`config.mk`:
```
export PLATFORM = sky130hd
export DESIGN_NAME = fetch_pc_unit
export DESIGN_NICKNAME = d
export VERILOG_FILES = /design/src/rtl/fetch_pc_unit.sv
export SDC_FILE = /design/constraint.sdc
export NUM_CORES = 1
export LEC_CHECK = 0
export ABC_AREA = 1
export BUFFER_PORTS_ARGS = -buffer_cell sky130_fd_sc_hd__buf_2
export CAP_MARGIN = 20
export CORE_UTILIZATION = 40
export CTS_BUF_LIST = sky130_fd_sc_hd__clkbuf_2
export DETAILED_ROUTE_END_ITERATION = 10
export MAX_ROUTING_LAYER = met4
export PLACE_DENSITY = 0.69
export SYNTH_ARGS = -nofsm -noshare
export SYNTH_HDL_FRONTEND = slang
export SYNTH_SLANG_ARGS = --single-unit
```
`constraint.sdc`:
```
create_clock -name clk -period 12.6 [get_ports clk]
set_input_delay 0 -clock clk [delete_from_list [all_inputs] [get_ports clk]]
set_output_delay 0 -clock clk [all_outputs]
set_load 0.01 [all_outputs]
```
`src/rtl/fetch_pc_unit.sv`:
```
// fetch_pc_unit: IF-stage next-PC generator with BTB+BHT prediction, delay-slot redirect and mispredict recovery
module fetch_pc_unit #(
   parameter logic [31:0] RESET_PC = 32'hBFC0_0000,
   parameter int BHT_BITS = 6
) (
   input  logic        clk,
   input  logic        reset,
   input  logic        stall,
   output logic [31:0] pc,
   input  logic        btb_hit,
   input  logic [31:0] btb_target,
   output logic        pred_taken,
   output logic [31:0] pred_target,
   input  logic        res_valid,
   input  logic [31:0] res_pc,
   input  logic        res_taken,
   input  logic [31:0] res_target,
   input  logic        res_pred_taken,
   input  logic [31:0] res_pred_target,
   output logic        flush,
   output logic        btb_update,
   output logic [31:0] btb_update_pc,
   output logic [31:0] btb_update_target,
   output logic [31:0] mispredict_cnt
);
   typedef enum logic {SEQ, DELAY} state_t;
   state_t state;
   logic [31:0] pend_target;
   logic [1:0] bht [2**BHT_BITS];
   logic [BHT_BITS-1:0] idx, ridx;
   logic mis, upd_en;
   logic [31:0] corr;
   assign idx = pc[BHT_BITS+1:2];
   assign ridx = res_pc[BHT_BITS+1:2];
   assign pred_taken = (state == SEQ) && btb_hit && bht[idx][1];
   assign pred_target = btb_target;
   assign mis = res_valid && ((res_taken != res_pred_taken) || (res_taken && res_target != res_pred_target));
   assign flush = mis;
   assign corr = res_taken ? res_target : res_pc + 32'd8;
   assign upd_en = res_valid && res_taken && (!res_pred_taken || res_target != res_pred_target);
   always_ff @(posedge clk or posedge reset)
      if (reset) begin
         pc <= RESET_PC;
         state <= SEQ;
         pend_target <= '0;
      end else if (mis) begin
         pc <= corr;
         state <= SEQ;
      end else if (!stall) begin
         pc <= (state == DELAY) ? pend_target : pc + 32'd4;
         state <= (state == SEQ && pred_taken) ? DELAY : SEQ;
         if (state == SEQ && pred_taken) pend_target <= btb_target;
      end
   always_ff @(posedge clk or posedge reset)
      if (reset) begin
         for (int i = 0; i < 2**BHT_BITS; i++) bht[i] <= 2'b01;
      end else if (res_valid) begin
         bht[ridx] <= res_taken ? ((bht[ridx] == 2'b11) ? 2'b11 : bht[ridx] + 2'd1)
                                : ((bht[ridx] == 2'b00) ? 2'b00 : bht[ridx] - 2'd1);
      end
   always_ff @(posedge clk or posedge reset)
      if (reset) begin
         btb_update <= 1'b0;
         btb_update_pc <= '0;
         btb_update_target <= '0;
         mispredict_cnt <= '0;
      end else begin
         btb_update <= upd_en;
         if (upd_en) begin
            btb_update_pc <= res_pc;
            btb_update_target <= res_target;
         end
         if (mis) mispredict_cnt <= mispredict_cnt + 32'd1;
      end
endmodule

```
* After elaboration in Yosys (flattened, before gate mapping)
Cells that the tools add are included.
** Word-level totals
- Logic and storage cells :: 120
- RAM bits :: 0
- Output and inout bits :: 163
- Memories kept :: 0
- Bits in latches :: 0
- Register bits :: 290
- ROM bits :: 0
** Cells by class
- Multiplexer cells :: 19
- $add $sub $neg :: 5
- Shifts and indexed selects :: 0
- Reductions and logical operators :: 13
- Bitwise operators :: 5
- Divide/modulo/power cells :: 0
- Multiply operators :: 0
- Order comparisons :: 3
- Eq/ne operators :: 4
** Operator list (count)
- $bwmux W128 :: 1
- $mux W32 :: 4
- $add A32 B1 Y32 const B :: 1
- $add A32 B3 Y32 const B :: 1
- $add A32 B4 Y32 const B :: 1
- $ne A32 B32 Y1 :: 1
- $bmux W2 S6 :: 2
- $mux W2 :: 8
- $ge A7 B7 Y1 const B :: 2
- $not A6 Y7 :: 2
- $demux W2 S6 :: 1
- $logic_and A1 B1 Y1 :: 8
- $lt A7 B1 Y1 const B :: 1
- $mux W1 :: 3
- $not A1 Y1 :: 3
- $reduce_and A3 Y1 :: 1
- $add A2 B1 Y2 const B :: 1
- $eq A2 B2 Y1 const B :: 1
- $logic_not A2 Y1 :: 1
- $logic_or A1 B1 Y1 :: 2
- $ne A2 B1 Y1 const B :: 1
- $sub A2 B1 Y2 const B :: 1
- $logic_not A1 Y1 :: 1
- $ne A1 B1 Y1 :: 1

* Logic depth before layout (Yosys ltp)
- Depth after elaboration :: 9
- Mapped depth :: 18
- Mapped depth without buffers :: 16

* Worst setup path before layout
OpenSTA, ideal clock, no wires.
- Path type :: register -> register
- Start point :: register pc[3]
- End point :: register pc[24]
- Cell stages (with the launch flop) :: 15
- Path buffers :: 0
- Required time :: 12.527 ns
- Setup time :: 0.073 ns
- Path slack :: 10.639 ns
- Arrival :: 1.889 ns
- Cells stage by stage :: dfrtp_1 -> ha_1 -> inv_1 -> nor2_1 -> nand2_1 -> inv_1 -> nand2_1 -> nor2_1 -> nand2_1 -> o21ai_0 -> nand2_1 -> nand2_1 -> nand3_1 -> nand2_1 -> inv_1
** Between the ends
- Word-level cells in the longest chain between the ends :: 4
** Ends and longest elaborated chain
- start, declared :: line 9 : output logic [31:0] pc,
- start signal, assigned :: line 47 : pc <= corr;
- start signal, assigned :: line 50 : pc <= (state == DELAY) ? pend_target : pc + 32'd4;
- $add A32 B3 Y32 :: line 50
- $mux W32 :: line 50
- $mux W32 :: line 49 : end else if (!stall) begin
- $mux W32 :: line 46 : end else if (mis) begin
Every way passes these cells. The select of a mux whose other input is x is not followed.
A chain may end at the register's enable or synchronous reset.

* Worst setup path after layout
- Start point :: input port res_target[18]
- End point :: register pc[24]
** Between the ends
- Word-level cells in the longest chain between the ends :: 5
- Elaborated cells on any way between the ends :: 6
** Ends and longest elaborated chain
- start, declared :: line 17 : input logic [31:0] res_target,
- $ne A32 B32 Y1 * :: line 37 : assign mis = res_valid && ((res_taken != res_pred_taken) || (res_taken && res_target != res_pred_target));
- $logic_and A1 B1 Y1 * :: line 37
- $logic_or A1 B1 Y1 * :: line 37
- $logic_and A1 B1 Y1 * :: line 37
- $ne A2 B1 Y1 (no line) / $mux W32 (equally long branches)
Mark *: on every way between the ends. The rest lies on a longest branch, timed or not.

==> metrics.cfg <==
[synthesis]
synth_top_area_share_pct=29.6
yosys.area.top_type=dfrtp_1
synth_warnings=0
async_flop_share_pct=100
syn-mean-instance-area_um2=6.57
synth_cell_types=35
syn_nets=2932
synth_edf_count=0
ys_ff_latch=290
synth_cells=2791
synth.area.top_cells=dfrtp_1, nand2_1, dfstp_2, inv_1, nand3_1
synth_seq_area_share_pct=40.1
synthFlopType=dfrtp_1
synth_area_um2=18300

[pwr]
swShare_pct=40.8
p_clk_share_pct=23.1
p_comb_share_pct=33.2
irDropWorstVdd_uv=96.8
netSwitchingPower_mw=1.24
p_per_area_nw_per_um2=132
p_seq_share_pct=43.7
intPower_mw=1.81
p_leak_nw=11.9

[detailed_routing]
via_count=20000
met2_length_um=30300
wl_met3_um=5910
viasPerCell=5.06
wirelength_met1_um=29100
routedWlPerCell_um=17.2
highest_layer=met4
drt_iter0_drc=2108
routed_wl_um=68000
ant_nets=0
dr.pass1.iters=8
drc=1

[setup_path]
reg2reg_to=pend_target[22]
worstPathArrival_ns=5.24
slowest_delay_ns=0.64
r2r_cells=14
crit_top_cell=dlygate4sd3_1
crit_buf_inv=10
cp_max_fo=75
slowest_stage=dlygate4sd3_1
crit_cells=20
crit_path_end_kind=flip-flop
crit_required_ns=13.57
cp-startpoint=res_target[18]
crit_path_end=pc[24]
timing.rr.start=pc[2]
crit_type=input port to flip-flop
crit_chain=dlygate4sd3_1, dlygate4sd3_1, buf_2, dlygate4sd3_1, inv_1, nand2_1, o21ai_0, nor2_1, nand2_1, nor2_1, nand3_1, dlygate4sd3_1, nand2_4, nand2_2, buf_4, nand3_1, dlygate4sd3_1, nand2_1, dlygate4sd3_1, inv_1
reg2reg_setup_slack_ns=8.57
path_delay_family=buffers and inverters
cp-start-kind=input port

[status]
status=complete, but fails checks
violations=DRC

[timing]
grt_setup_unrepaired=no
slew_headroom_pct=32.6
max_freq_mhz=234
setup_viol_count_final=0
fin_tns_setup_ns=0
setup_ws_ns=8.32
period_share_pct=34.0
period_needed_ns=4.28
finClkSkew_ns=0.111
worst_slew_pin_slew_ns=1.01
hold_violations=0
drv_slew=0

[job]
max_cap_violations=0

[layout]
final_cell_mix=nand2_1, inv_1, buf_2, nand3_1, dlygate4sd3_1
regArea_um2=7350
multiInputGateArea_um2=8840
final_nets=3429
fillers=4588
final_util_pct=51.0
layout_commonest_cell=nand2_1
drive_above_1_share_pct=15.9
area_growth_pct=26.0

[clocking]
cts.clk_slew.worst_paths_ns=0.11
clock-sinks=290
cts_buffers=78
cts_buffer_depth=3
post-cts-setup-buffers=0
cts_hold_buf=249
post_cts_resized=0
clock_latency_ns=1.04
htreeDepth=3
cts_tree=yes
cts_root_buffer=clkbuf_2

[floorplan]
floorplan.core_area_um2=45300
start_util_pct=40.5
io_pins=298
fp-row-count=78
die_area_um2=46700
die_h_um=216
die_w_um=216

[grt]
overflow=0
grt_max_degree=84
grt_pass1_vias=18800
antenna_found_initial=4
grt.total_usage_pct=29.7
grt_pass1_wl_um=106000

[placement]
port_buffers=297
place_congestion=0.979
hpwl_um=45800
dp_slack_ns=8.58

[worst_hold_path]
min_path_type=input port to flip-flop

## Yosys cell counts (all sizes together), types with 2 or more instances
cell type and count:
o21bai 35, xnor2 9, nor4 3, o211ai 14, clkinv 2, ha 6
o22ai 2, nor2 221, o21ai 131, buf 102, nand4 30, xor2 48
inv 357, a21oi 14, nand3b 15, nand3 254, nor3 46, clkbuf 42
mux2i 7, dfstp 73, nand2 1159, dfrtp 217
## routing by layer
metal,up-vias,track usage (%)
met3,163,4.98
li1,9628,-
met4,0,13.1
met1,9229,39.0
met5,-,-
met2,994,45.0
## registers in the layout, summed over array words and instances, names as in the netlist
register / flops
btb_update_target: 32
pend_target: 32
mispredict_cnt: 32
pc: 32
bht: 128
state: 1
btb_update_pc: 32
btb_update: 1
## worst register-to-register path, cell delays in order, from the launching register on
cell and delay [ns]:
dfrtp_1 0.33, buf_4 0.46, inv_2 0.36, nand2_1 0.16, nand3_1 0.07, nand3_1 0.09
nand2_1 0.06, nor2_1 0.22, nor2_1 0.07, nor2_1 0.13, nand2_2 0.42, nor2_4 0.79
nand2_1 0.14, dlygate4sd3_1 0.62, nand2_1 0.07
## how the worst min path moves through the flow
| stage | from | to | slack (ns) | cells after the start |
|---|---|---|---|---|
| after floorplan | btb_target[0] | pred_target[0] | 0.09 | 1 |
| after global placement | reset | btb_update_pc[30] | 0.1 | 2 |
| after detailed placement | reset | btb_update_pc[8] | 0.1 | 2 |
| after CTS | res_target[17] | pc[17] | 0.002 | 6 |
| after global routing | res_pc[17] | pc[17] | 0.09 | 6 |
| final | res_target[23] | pc[23] | 0.14 | 6 |
## power groups by stage
stage	sequential [mW]	combinational (mW)	clock, mW
final	1.33	1.01	0.705
after global routing	1.35	1.13	0.771
after CTS	1.33	0.997	0.720
after detailed placement	1.34	0.926	0
after global placement	1.34	0.919	0
after floorplan	1.32	0.610	0
## final cells by class
| cell class | instances | area share (%) |
|---|---|---|
| Multi-Input combinational cell | 1998 | 38.2 |
| Sequential cell | 290 | 31.8 |
| Timing Repair Buffer | 561 | 17.7 |
| Inverter | 359 | 5.86 |
| Tap cell | 600 | 3.25 |
| Clock buffer | 123 | 2.66 |
| Clock inverter | 19 | 0.433 |
| Antenna cell | 4 | 0.0433 |
## logic make-up after synthesis
group	count (synthesis)	share of synthesized area [%]
compound gates	199	6.15
xor+xnor	57	2.72
fa+ha+maj	6	0.409
buf+inv	503	11.9
flops	290	40.1
mux	7	0.382
simple gates	1729	38.4
## per-stage QoR
step / area, um2 / instances / hold slack (ns) / power [mW]
after global routing: 23100 / 3954 / 0.0920 / 3.25
after global placement: 19900 / 3559 / 0.0983 / 2.26
after CTS: 23100 / 3950 / 0.00186 / 3.04
after floorplan: 18300 / 2791 / 0.0918 / 1.93
after detailed placement: 19900 / 3559 / 0.0971 / 2.27
final: 23100 / 3954 / 0.143 / 3.05
Note: power is estimated with default switching activity, not from simulation.
